$ cat config.mk
export PLATFORM = sky130hd
export DESIGN_NAME = sd_card_spi_word_transfer_flat
export DESIGN_NICKNAME = d
export VERILOG_FILES = /design/src/rtl/sd_card_spi_word_transfer_if.sv /design/src/rtl/sd_card_spi_word_transfer.sv /design/src/flat_wrapper.sv
export SDC_FILE = /design/constraint.sdc
export NUM_CORES = 1
export LEC_CHECK = 0
export CORE_MARGIN = 2
export CORE_UTILIZATION = 35
export DETAILED_ROUTE_END_ITERATION = 7
export SETUP_SLACK_MARGIN = 0.15
export SLEW_MARGIN = 0
export SYNTH_ARGS = -nofsm -noshare
export SYNTH_HDL_FRONTEND = slang
export SYNTH_SLANG_ARGS = --single-unit
$ cat constraint.sdc
create_clock -name clk210_p -period 2.26 [get_ports clk210_p]
set_input_delay 0.452 -clock clk210_p [delete_from_list [all_inputs] [get_ports clk210_p]]
set_output_delay 0.452 -clock clk210_p [all_outputs]
set_load 0.05 [all_outputs]
$ cat src/rtl/sd_card_spi_word_transfer_if.sv
// Bundle of the word-transfer handshake, SPI configuration and SPI pin signals.
// The master side drives configuration, tx words and MISO; the slave side is the transfer block.
interface sd_card_spi_word_transfer_if #(
    parameter int unsigned DATA_W = 8,
    parameter int unsigned DIV_W  = 8
);
    logic [DIV_W-1:0]  sd_spi_div_p;
    logic              sd_spi_cpol_p;
    logic              sd_spi_cpha_p;
    logic [DATA_W-1:0] sd_spi_tx_data_p;
    logic              sd_spi_tx_valid_p;
    logic              sd_spi_tx_ready_p;
    logic [DATA_W-1:0] sd_spi_rx_data_p;
    logic              sd_spi_rx_valid_p;
    logic              sd_spi_busy_p;
    logic              sd_spi_miso_p;
    logic              sd_spi_mosi_p;
    logic              sd_spi_sck_p;

    modport master (
        output sd_spi_div_p, sd_spi_cpol_p, sd_spi_cpha_p, sd_spi_tx_data_p, sd_spi_tx_valid_p,
        output sd_spi_miso_p,
        input  sd_spi_tx_ready_p, sd_spi_rx_data_p, sd_spi_rx_valid_p, sd_spi_busy_p,
        input  sd_spi_mosi_p, sd_spi_sck_p
    );

    modport slave (
        input  sd_spi_div_p, sd_spi_cpol_p, sd_spi_cpha_p, sd_spi_tx_data_p, sd_spi_tx_valid_p,
        input  sd_spi_miso_p,
        output sd_spi_tx_ready_p, sd_spi_rx_data_p, sd_spi_rx_valid_p, sd_spi_busy_p,
        output sd_spi_mosi_p, sd_spi_sck_p
    );
endinterface

$ cat src/rtl/sd_card_spi_word_transfer.sv
// SPI master that shifts one DATA_W-bit word per handshake, all four CPOL/CPHA modes,
// SCK half-period of (div+1) clk210_p cycles.
module sd_card_spi_word_transfer #(
    parameter int unsigned DATA_W    = 8,
    parameter int unsigned DIV_W     = 8,
    parameter bit          MSB_FIRST = 1'b1
) (
    input logic                        clk210_p,
    input logic                        reset_p,
    sd_card_spi_word_transfer_if.slave sd_spi
);
    localparam int unsigned BIT_W = $clog2(DATA_W);

    typedef enum logic [1:0] {
        StIdle  = 2'd0,
        StLead  = 2'd1,
        StTrail = 2'd2,
        StDone  = 2'd3
    } state_e;

    state_e            state_q;
    logic [DIV_W-1:0]  cnt_q;
    logic [DIV_W-1:0]  div_q;
    logic              cpha_q;
    logic [BIT_W-1:0]  bit_cnt_q;
    logic              sck_q;
    logic              mosi_q;
    logic              rx_valid_q;
    logic [DATA_W-1:0] rx_data_q;
    logic [DATA_W-1:0] tx_sh_q;
    logic [DATA_W-1:0] rx_sh_q;
    logic              in_reset_q;

    logic              tx_ready;
    logic              accept;
    logic              half_done;
    logic              last_bit;
    logic [DATA_W-1:0] rx_next;

    function automatic logic out_bit(input logic [DATA_W-1:0] w);
        return MSB_FIRST ? w[DATA_W-1] : w[0];
    endfunction

    function automatic logic [DATA_W-1:0] shift_out(input logic [DATA_W-1:0] w);
        return MSB_FIRST ? {w[DATA_W-2:0], 1'b0} : {1'b0, w[DATA_W-1:1]};
    endfunction

    // in_reset_q keeps tx_ready low and SCK at 0 until the first clock after reset release
    assign tx_ready  = (state_q == StDone) || ((state_q == StIdle) && !in_reset_q);
    assign accept    = sd_spi.sd_spi_tx_valid_p && tx_ready;
    assign half_done = (cnt_q == div_q);
    assign last_bit  = (bit_cnt_q == BIT_W'(DATA_W - 1));
    assign rx_next   = MSB_FIRST ? {rx_sh_q[DATA_W-2:0], sd_spi.sd_spi_miso_p}
                                 : {sd_spi.sd_spi_miso_p, rx_sh_q[DATA_W-1:1]};

    always_ff @(posedge clk210_p) begin
        if (reset_p) begin
            state_q    <= StIdle;
            cnt_q      <= '0;
            div_q      <= '0;
            cpha_q     <= 1'b0;
            bit_cnt_q  <= '0;
            sck_q      <= 1'b0;
            mosi_q     <= 1'b1;
            rx_valid_q <= 1'b0;
            rx_data_q  <= '0;
            tx_sh_q    <= '0;
            rx_sh_q    <= '0;
            in_reset_q <= 1'b1;
        end else begin
            in_reset_q <= 1'b0;
            rx_valid_q <= 1'b0;
            case (state_q)
                StIdle, StDone: begin
                    if (accept) begin
                        state_q   <= StLead;
                        cnt_q     <= '0;
                        bit_cnt_q <= '0;
                        div_q     <= sd_spi.sd_spi_div_p;
                        cpha_q    <= sd_spi.sd_spi_cpha_p;
                        sck_q     <= sd_spi.sd_spi_cpol_p;
                        rx_sh_q   <= '0;
                        // CPHA=0 puts the first bit out at accept; CPHA=1 waits for the leading edge
                        if (sd_spi.sd_spi_cpha_p) begin
                            tx_sh_q <= sd_spi.sd_spi_tx_data_p;
                            mosi_q  <= 1'b1;
                        end else begin
                            tx_sh_q <= shift_out(sd_spi.sd_spi_tx_data_p);
                            mosi_q  <= out_bit(sd_spi.sd_spi_tx_data_p);
                        end
                    end else begin
                        state_q <= StIdle;
                        mosi_q  <= 1'b1;
                    end
                end
                StLead: begin
                    if (half_done) begin
                        cnt_q   <= '0;
                        sck_q   <= ~sck_q;
                        state_q <= StTrail;
                        if (cpha_q) begin
                            mosi_q  <= out_bit(tx_sh_q);
                            tx_sh_q <= shift_out(tx_sh_q);
                        end else begin
                            rx_sh_q <= rx_next;
                        end
                    end else begin
                        cnt_q <= cnt_q + DIV_W'(1);
                    end
                end
                StTrail: begin
                    if (half_done) begin
                        cnt_q <= '0;
                        sck_q <= ~sck_q;
                        if (cpha_q) begin
                            rx_sh_q <= rx_next;
                        end
                        if (last_bit) begin
                            state_q    <= StDone;
                            mosi_q     <= 1'b1;
                            rx_valid_q <= 1'b1;
                            rx_data_q  <= cpha_q ? rx_next : rx_sh_q;
                        end else begin
                            state_q   <= StLead;
                            bit_cnt_q <= bit_cnt_q + BIT_W'(1);
                            if (!cpha_q) begin
                                mosi_q  <= out_bit(tx_sh_q);
                                tx_sh_q <= shift_out(tx_sh_q);
                            end
                        end
                    end else begin
                        cnt_q <= cnt_q + DIV_W'(1);
                    end
                end
                default: state_q <= StIdle;
            endcase
        end
    end

    assign sd_spi.sd_spi_tx_ready_p = tx_ready;
    assign sd_spi.sd_spi_rx_data_p  = rx_data_q;
    assign sd_spi.sd_spi_rx_valid_p = rx_valid_q;
    assign sd_spi.sd_spi_busy_p     = (state_q != StIdle);
    assign sd_spi.sd_spi_mosi_p     = mosi_q;
    assign sd_spi.sd_spi_sck_p      = (state_q == StIdle) ? (sd_spi.sd_spi_cpol_p & ~in_reset_q)
                                                          : sck_q;
endmodule

$ cat src/flat_wrapper.sv
// flat-port wrapper written by rule: the top's interface ports become plain ports
module sd_card_spi_word_transfer_flat 
#(
    parameter int unsigned DATA_W    = 8,
    parameter int unsigned DIV_W     = 8,
    parameter bit          MSB_FIRST = 1'b1
)
  (clk210_p, reset_p, sd_spi_sd_spi_div_p, sd_spi_sd_spi_cpol_p, sd_spi_sd_spi_cpha_p, sd_spi_sd_spi_tx_data_p, sd_spi_sd_spi_tx_valid_p, sd_spi_sd_spi_miso_p, sd_spi_sd_spi_tx_ready_p, sd_spi_sd_spi_rx_data_p, sd_spi_sd_spi_rx_valid_p, sd_spi_sd_spi_busy_p, sd_spi_sd_spi_mosi_p, sd_spi_sd_spi_sck_p);
  sd_card_spi_word_transfer_if #(.DATA_W(DATA_W), .DIV_W(DIV_W)) sd_spi_i ();
  input logic clk210_p;
  input logic reset_p;
  input wire logic [$bits(sd_spi_i.sd_spi_div_p)-1:0] sd_spi_sd_spi_div_p;
  input wire logic [$bits(sd_spi_i.sd_spi_cpol_p)-1:0] sd_spi_sd_spi_cpol_p;
  input wire logic [$bits(sd_spi_i.sd_spi_cpha_p)-1:0] sd_spi_sd_spi_cpha_p;
  input wire logic [$bits(sd_spi_i.sd_spi_tx_data_p)-1:0] sd_spi_sd_spi_tx_data_p;
  input wire logic [$bits(sd_spi_i.sd_spi_tx_valid_p)-1:0] sd_spi_sd_spi_tx_valid_p;
  input wire logic [$bits(sd_spi_i.sd_spi_miso_p)-1:0] sd_spi_sd_spi_miso_p;
  output wire logic [$bits(sd_spi_i.sd_spi_tx_ready_p)-1:0] sd_spi_sd_spi_tx_ready_p;
  output wire logic [$bits(sd_spi_i.sd_spi_rx_data_p)-1:0] sd_spi_sd_spi_rx_data_p;
  output wire logic [$bits(sd_spi_i.sd_spi_rx_valid_p)-1:0] sd_spi_sd_spi_rx_valid_p;
  output wire logic [$bits(sd_spi_i.sd_spi_busy_p)-1:0] sd_spi_sd_spi_busy_p;
  output wire logic [$bits(sd_spi_i.sd_spi_mosi_p)-1:0] sd_spi_sd_spi_mosi_p;
  output wire logic [$bits(sd_spi_i.sd_spi_sck_p)-1:0] sd_spi_sd_spi_sck_p;
  assign sd_spi_i.sd_spi_div_p = sd_spi_sd_spi_div_p;
  assign sd_spi_i.sd_spi_cpol_p = sd_spi_sd_spi_cpol_p;
  assign sd_spi_i.sd_spi_cpha_p = sd_spi_sd_spi_cpha_p;
  assign sd_spi_i.sd_spi_tx_data_p = sd_spi_sd_spi_tx_data_p;
  assign sd_spi_i.sd_spi_tx_valid_p = sd_spi_sd_spi_tx_valid_p;
  assign sd_spi_i.sd_spi_miso_p = sd_spi_sd_spi_miso_p;
  assign sd_spi_sd_spi_tx_ready_p = sd_spi_i.sd_spi_tx_ready_p;
  assign sd_spi_sd_spi_rx_data_p = sd_spi_i.sd_spi_rx_data_p;
  assign sd_spi_sd_spi_rx_valid_p = sd_spi_i.sd_spi_rx_valid_p;
  assign sd_spi_sd_spi_busy_p = sd_spi_i.sd_spi_busy_p;
  assign sd_spi_sd_spi_mosi_p = sd_spi_i.sd_spi_mosi_p;
  assign sd_spi_sd_spi_sck_p = sd_spi_i.sd_spi_sck_p;
  sd_card_spi_word_transfer #(.DATA_W(DATA_W), .DIV_W(DIV_W), .MSB_FIRST(MSB_FIRST)) u_core (.clk210_p(clk210_p), .reset_p(reset_p), .sd_spi(sd_spi_i));
endmodule
==> impl_metrics.yaml, run 1 <==
global_route:
  grt_overflow: 0
  grt_pass1_wl_mm: 9.480
  track_usage_pct: 15.43
  grt_pass1_vias: 2070
  grt_start_max_net_pins: 18
  antenna_found_initial: 0
cells_and_area:
  multi_input_comb_area_um2: 1416
  post-route-cell-area_um2: 3164
  register_area_um2: 1006
  final_cell_mix: "dfxtp_1, clkdlybuf4s50_1, nand2_1, mux2i_1, nor2_1"
  layout_commonest_cell: "dfxtp_1"
  nNetsFinal: 355
  n_fill_cell: 696
  area_delta_synth_final_pct: 26.89
  fin_cells: 423
  drive_gt1_share_pct: 11.93
  diodes: 0
  final_util_pct: 46.32
setup_path:
  crit_fanout: 4
  critical_path_depth: 5
  cp-end-kind: "output port"
  slowest_stage: "dfxtp_4"
  required_ns: 1.81
  crit_buf_inv: 2
  arrival_ns: 1.54
  worstPathCellList: "inv_1 -> ha_2 -> nor2b_2 -> or2_2 -> buf_6"
  cp_top_family: "simple AND/OR/NAND/NOR gates"
  r2r_cells: 6
  slowest_delay_ns: 0.37
  critPathLaunchType: "flop"
  criticalPathCategory: "reg -> out"
die:
  core_um2: 6832
  io_pins: 35
  fp-row-count: 30
  fp.dieArea_um2: 7815
  die_h_um: 88.41
  start_util_pct: 36.50
  die_x_um: 88.41
logic_synthesis:
  netlist_area_um2: 2494
  synthArstFlopShare_pct: 0
  yosys.area.top_type: "dfxtp_1"
  yosysTopAreaCellShare_pct: 40.14
  avgSynthCellArea_um2: 8.719
  synth-edff-count: 0
  post_synth_inst_count: 286
  syn_nets: 315
  ys_warn_count: 0
  ys_seq_area_share_pct: 40.14
  ys_seq_elements: 50
  synth_cell_types: 47
  synthFlopType: "dfxtp_1"
  synth_area_leaders: "dfxtp_1, mux2i_1, o21ai_0"
timing:
  setup_viol: 0
  worstMarginPinSlew_ns: 0.6878
  grt_setup_unrepaired: "no"
  relSlewSlack_pct: 54.08
  final_max_slew_viol_count: 0
  final-hold-violation-count: 0
  timing.setup.tns_ns: 0
  fin_crit_sh_pct: 87.96
  finalClockSkew_ns: 0.008168
  period_minus_slack_ns: 1.988
  timing.fmax_ghz: 0.5030
detailed_routing:
  drcViolationCount: 0
  ant_nets: 0
  wirelength_mm: 5.595
  wl_per_cell_um: 13.23
  drt-initial-drc-count: 91
  vias: 2167
  dr.pass1.iters: 4
  avgViaCountPerCell: 5.123
place:
  numPortBuffers: 34
  dpl.cell_count: 414
  postPlaceCellArea_um2: 2990
  place_congestion: 0.8043
  dp_hpwl_mm: 4.074
status:
  status: "finished clean"
min_path:
  holdPathStages: 2
  worstHoldPathType: "reg -> reg"
clock_tree:
  cts_root_buf: "clkbuf_8"
  cts.sinks: 50
  cts_tree: "built"
  postCtsHoldBufs: 0
  clk_path_buf_depth: 2
  insertion_delay_ns: 0.31
  cts_buffers: 5
  htree_levels: 2
  clk_pin_slew_ns: 0.09
power:
  power.density_nw_per_um2: 665.3
  ir_drop_uv: 312.0
  power.leakage_nw: 1.145
run:
  max-cap-violations: 0
-- logic make-up after synthesis --
logic type               Yosys count  share of synthesized area, %
XOR/XNOR                           9                         3.462
buffers and inverters             23                         3.863
adder cells (fa/ha/maj)            7                         3.512
AND/OR/NAND/NOR                   90                         17.06
multiplexers                      26                         10.44
flip-flops                        50                         40.14
AO/OA/AOI/OAI                     81                         21.53
-- worst paths after layout --
path                             startpoint                             end  slack, ns
max          u_core.state_q[0]$_SDFFE_PP0P_        sd_spi_sd_spi_tx_ready_p       0.27
min          u_core.state_q[1]$_SDFFE_PP0P_  u_core.state_q[1]$_SDFFE_PP0P_       0.48
max reg2reg    u_core.cnt_q[2]$_SDFFE_PP0P_  u_core.state_q[0]$_SDFFE_PP0P_       0.38
min reg2reg  u_core.state_q[1]$_SDFFE_PP0P_  u_core.state_q[1]$_SDFFE_PP0P_       0.48
-- area by class of cell --
cell class              instances  area share [%]
well taps                      96           3.796
clock buffers                   5           2.175
repair buffers                 48           14.35
clock inverters                 3           2.175
inverters                       8          0.9490
multi-input cells             213           44.76
flip-flops and latches         50           31.79
-- per-stage QoR --
stage               power (W)  setup slack (ns)  hold WS, ns
floorplan            0.001215            0.3543       0.4502
global route         0.002209            0.1928       0.5162
detailed placement   0.001354            0.2050       0.4758
finish               0.002105            0.2720       0.4803
CTS                  0.002119            0.1589       0.4895
global placement     0.001348            0.2480       0.4644
-- sequential cells by signal, summed over array words and instances (netlist names) --
name,count
u_core.cnt_q,8
u_core.div_q,8
u_core.rx_sh_q,8
u_core.sd_spi.sd_spi_rx_data_p,8
u_core.tx_sh_q,8
u_core.bit_cnt_q,3
u_core.state_q,2
u_core.cpha_q,1
u_core.in_reset_q,1
u_core.sck_q,1
u_core.sd_spi.sd_spi_mosi_p,1
u_core.sd_spi.sd_spi_rx_valid_p,1
-- metal layers --
| metal | share of wire (%) | vias to the layer above | GRT usage [%] |
|---|---|---|---|
| met1 | 49 | 1003 | 18.87 |
| met4 | 1.3 | 0 | 4.821 |
| met2 | 46 | 39 | 26.32 |
| li1 | - | 1120 | - |
| met5 | 0 | - | 0 |
| met3 | 3.8 | 5 | 4.384 |
-- what timing repair did --
| action | 4_1_cts | 5_1_grt |
|---|---|---|
| gates cloned | 0 | 0 |
| endpoints found under the setup margin | 1 | 19 |
| gates resized for setup | 1 | 9 |
| pin swaps | 0 | 1 |
| setup buffers | 0 | 1 |
-- synthesized netlist by cell type, drive strengths merged, types with 2 or more instances --
library cell and number:
dfxtp 50, nand2 29, nor2 27, mux2i 26, o21ai 23, a21oi 19, nand3 12, a211oi 10
clkbuf 9, o22ai 8, xnor2 8, ha 7, inv 7, buf 6, nand4 5, a22o 3
a2bb2oi 3, nor2b 3, nor3 3, and4 2, nor4 2, o211ai 2, o311ai 2, o32ai 2
or2 2
-- power breakdown --
group / leakage [nW] / internal (W) / switching (W)
logic: 0.670 / 0.000178 / 0.000230
clock network: 0.0683 / 0.000443 / 0.000315
registers: 0.407 / 0.000914 / 0.0000250
total: 1.14 / 0.00154 / 0.000570
-- worst register-to-register path, cell delays in order, from the launching register on --
cell      delay, ns
dfxtp_1        0.50
xnor2_2        0.16
nand4_1        0.31
o22ai_1        0.30
buf_4          0.22
nor2_1         0.05
a311oi_1       0.24
Power figures use the tool's default switching activity.
==> run 2, diff against run 1 <==
CORE_ASPECT_RATIO = 1.25   (was default)
==> run 2 against run 1 <==
Combinational power decreased by 4%. Sequential power hardly changed. Wire length is 0.16% lower. Core utilization is 1.7 points lower. Critical endpoint unchanged. Clock power decreased by 25%. Fmax down 2.2%. Largest cell class unchanged. Total power fell by 10%. Highest routed layer unchanged. Cell area decreased by 2.2%. Via count is 0.88% higher. Critical path type unchanged.
==> impl_metrics.yaml, run 2 (synthesis results as in run 1) <==
detailed_routing:
  avgViaCountPerCell: 5.242
  wirelength_mm: 5.586
  vias: 2186
  dr.pass1.iters: 4
  wl_per_cell_um: 13.40
  drt-initial-drc-count: 136
  ant_nets: 0
  drcViolationCount: 0
cells_and_area:
  area_delta_synth_final_pct: 24.13
  final_cell_mix: "dfxtp_1, clkdlybuf4s50_1, nand2_1, nor2_1, mux2i_1"
  drive_gt1_share_pct: 10.40
  n_fill_cell: 715
  layout_commonest_cell: "dfxtp_1"
  multi_input_comb_area_um2: 1396
  register_area_um2: 1002
  nNetsFinal: 355
  diodes: 0
  fin_cells: 417
timing:
  fin_crit_sh_pct: 89.93
  finalClockSkew_ns: 0.008786
  timing.setup.tns_ns: 0
  worstMarginPinSlew_ns: 0.6689
  final_max_slew_viol_count: 0
  period_minus_slack_ns: 2.033
  grt_setup_unrepaired: "no"
  timing.fmax_ghz: 0.4920
  setup_viol: 0
  relSlewSlack_pct: 55.34
  final-hold-violation-count: 0
clock_tree:
  cts_buffers: 5
  cts_root_buf: "clkbuf_8"
  postCtsHoldBufs: 0
  insertion_delay_ns: 0.31
  cts_tree: "built"
  clk_pin_slew_ns: 0.09
  clk_path_buf_depth: 2
  htree_levels: 2
  cts.sinks: 50
min_path:
  worstHoldPathType: "reg -> reg"
  holdPathStages: 2
  worstHoldStart: "u_core.tx_sh_q[2]$_SDFFE_PP0P_"
  holdPathEnd: "u_core.tx_sh_q[2]$_SDFFE_PP0P_"
die:
  fp-row-count: 34
  die_x_um: 79.50
  io_pins: 35
  core_um2: 6934
  fp.dieArea_um2: 7820
  start_util_pct: 35.96
  die_h_um: 98.37
setup_path:
  arrival_ns: 1.58
  r2r_cells: 7
  crit_fanout: 4
  slowest_stage: "dfxtp_1"
  rrSetupSlack_ns: 0.28
  timing.rr.start: "u_core.state_q[1]$_SDFFE_PP0P_"
  criticalPathCategory: "reg -> out"
  worstPathCellList: "inv_1 -> ha_1 -> nor2b_1 -> or2_2 -> buf_4"
  cp-end-kind: "output port"
  slowest_delay_ns: 0.38
  r2r-end: "u_core.bit_cnt_q[2]$_SDFFE_PP0P_"
  required_ns: 1.81
  critPathLaunchType: "flop"
global_route:
  track_usage_pct: 15.15
  grt_start_max_net_pins: 21
  grt_overflow: 0
  grt_pass1_wl_mm: 9.673
  antenna_found_initial: 0
  grt_pass1_vias: 2116
power:
  power.leakage_nw: 1.127
  ir_drop_uv: 317.1
  power.density_nw_per_um2: 612.0
place:
  place_congestion: 0.8625
  dp_hpwl_mm: 4.213
  dpl.cell_count: 409
  numPortBuffers: 34
run:
  max-cap-violations: 0
status:
  status: "finished clean"
## run 2: worst max path at each step
| stage | depth (start not counted) | from | slack (ns) | end |
|---|---|---|---|---|
| 2_1_floorplan | 4 | u_core.state_q[0]$_SDFFE_PP0P_ | 0.35 | sd_spi_sd_spi_sck_p |
| 3_3_place_gp | 5 | sd_spi_sd_spi_tx_valid_p | 0.24 | u_core.rx_sh_q[1]$_SDFFE_PP0P_ |
| 3_5_place_dp | 5 | sd_spi_sd_spi_tx_valid_p | 0.20 | u_core.rx_sh_q[1]$_SDFFE_PP0P_ |
| 4_1_cts | 5 | u_core.state_q[0]$_SDFFE_PP0P_ | 0.19 | sd_spi_sd_spi_tx_ready_p |
| 5_1_grt | 5 | u_core.cnt_q[1]$_SDFFE_PP0P_ | 0.15 | u_core.rx_sh_q[0]$_SDFFE_PP0P_ |
| 6_report | 5 | u_core.state_q[1]$_SDFFE_PP0P_ | 0.23 | sd_spi_sd_spi_tx_ready_p |
## run 2: critical path: cells and delay by family (launching register included)
| family | cells | cell delay, ns |
|---|---|---|
| buffers and inverters | 2 | 0.27 |
| and+or+nand+nor | 2 | 0.43 |
| DFF | 1 | 0.38 |
| adders and majority gates | 1 | 0.20 |
## run 2: repair_timing
| action | in CTS | in global routing |
|---|---|---|
| setup buffers | 0 | 0 |
| endpoints found under the setup margin | 0 | 7 |
| resized for setup | 0 | 2 |
## run 2: stage by stage
step / total power [W] / hold slack [ns] / util [%] / instance area (um^2) / setup WS (ns)
after global routing: 0.001993 / 0.5133 / 44.64 / 3095 / 0.1503
after detailed placement: 0.001351 / 0.4676 / 43.13 / 2990 / 0.2028
after floorplan: 0.001215 / 0.4502 / - / 2494 / 0.3543
final: 0.001894 / 0.4787 / 44.64 / 3095 / 0.2275
after CTS: 0.001911 / 0.4807 / 44.57 / 3090 / 0.1920
after global placement: 0.001346 / 0.4609 / 43.13 / 2990 / 0.2444
## run 2: routing by layer
metal  global-route usage [%]  vias up  share of wire [%]  wire (um)
li1                         -     1118                  -          -
met1                    19.69     1014                 46       2592
met2                    25.60       47                 49       2717
met3                    2.773        7                3.6        202
met4                    4.111        0                1.3         74
met5                        0        -                  0          0
## run 2: layout make-up
class                      instances  share of cell area (%)
tap                               90                   3.638
clock inverter                     2                  0.5659
sequential                        50                   32.38
timing repair buffer              48                   14.67
multi-input combinational        213                   45.11
clock buffer                       6                   2.668
inverter                           8                  0.9701
## run 2: power by group
part	internal (W)	switching, W
combinational	0.000169	0.000222
clock	0.000253	0.000312
sequential	0.000914	0.0000251
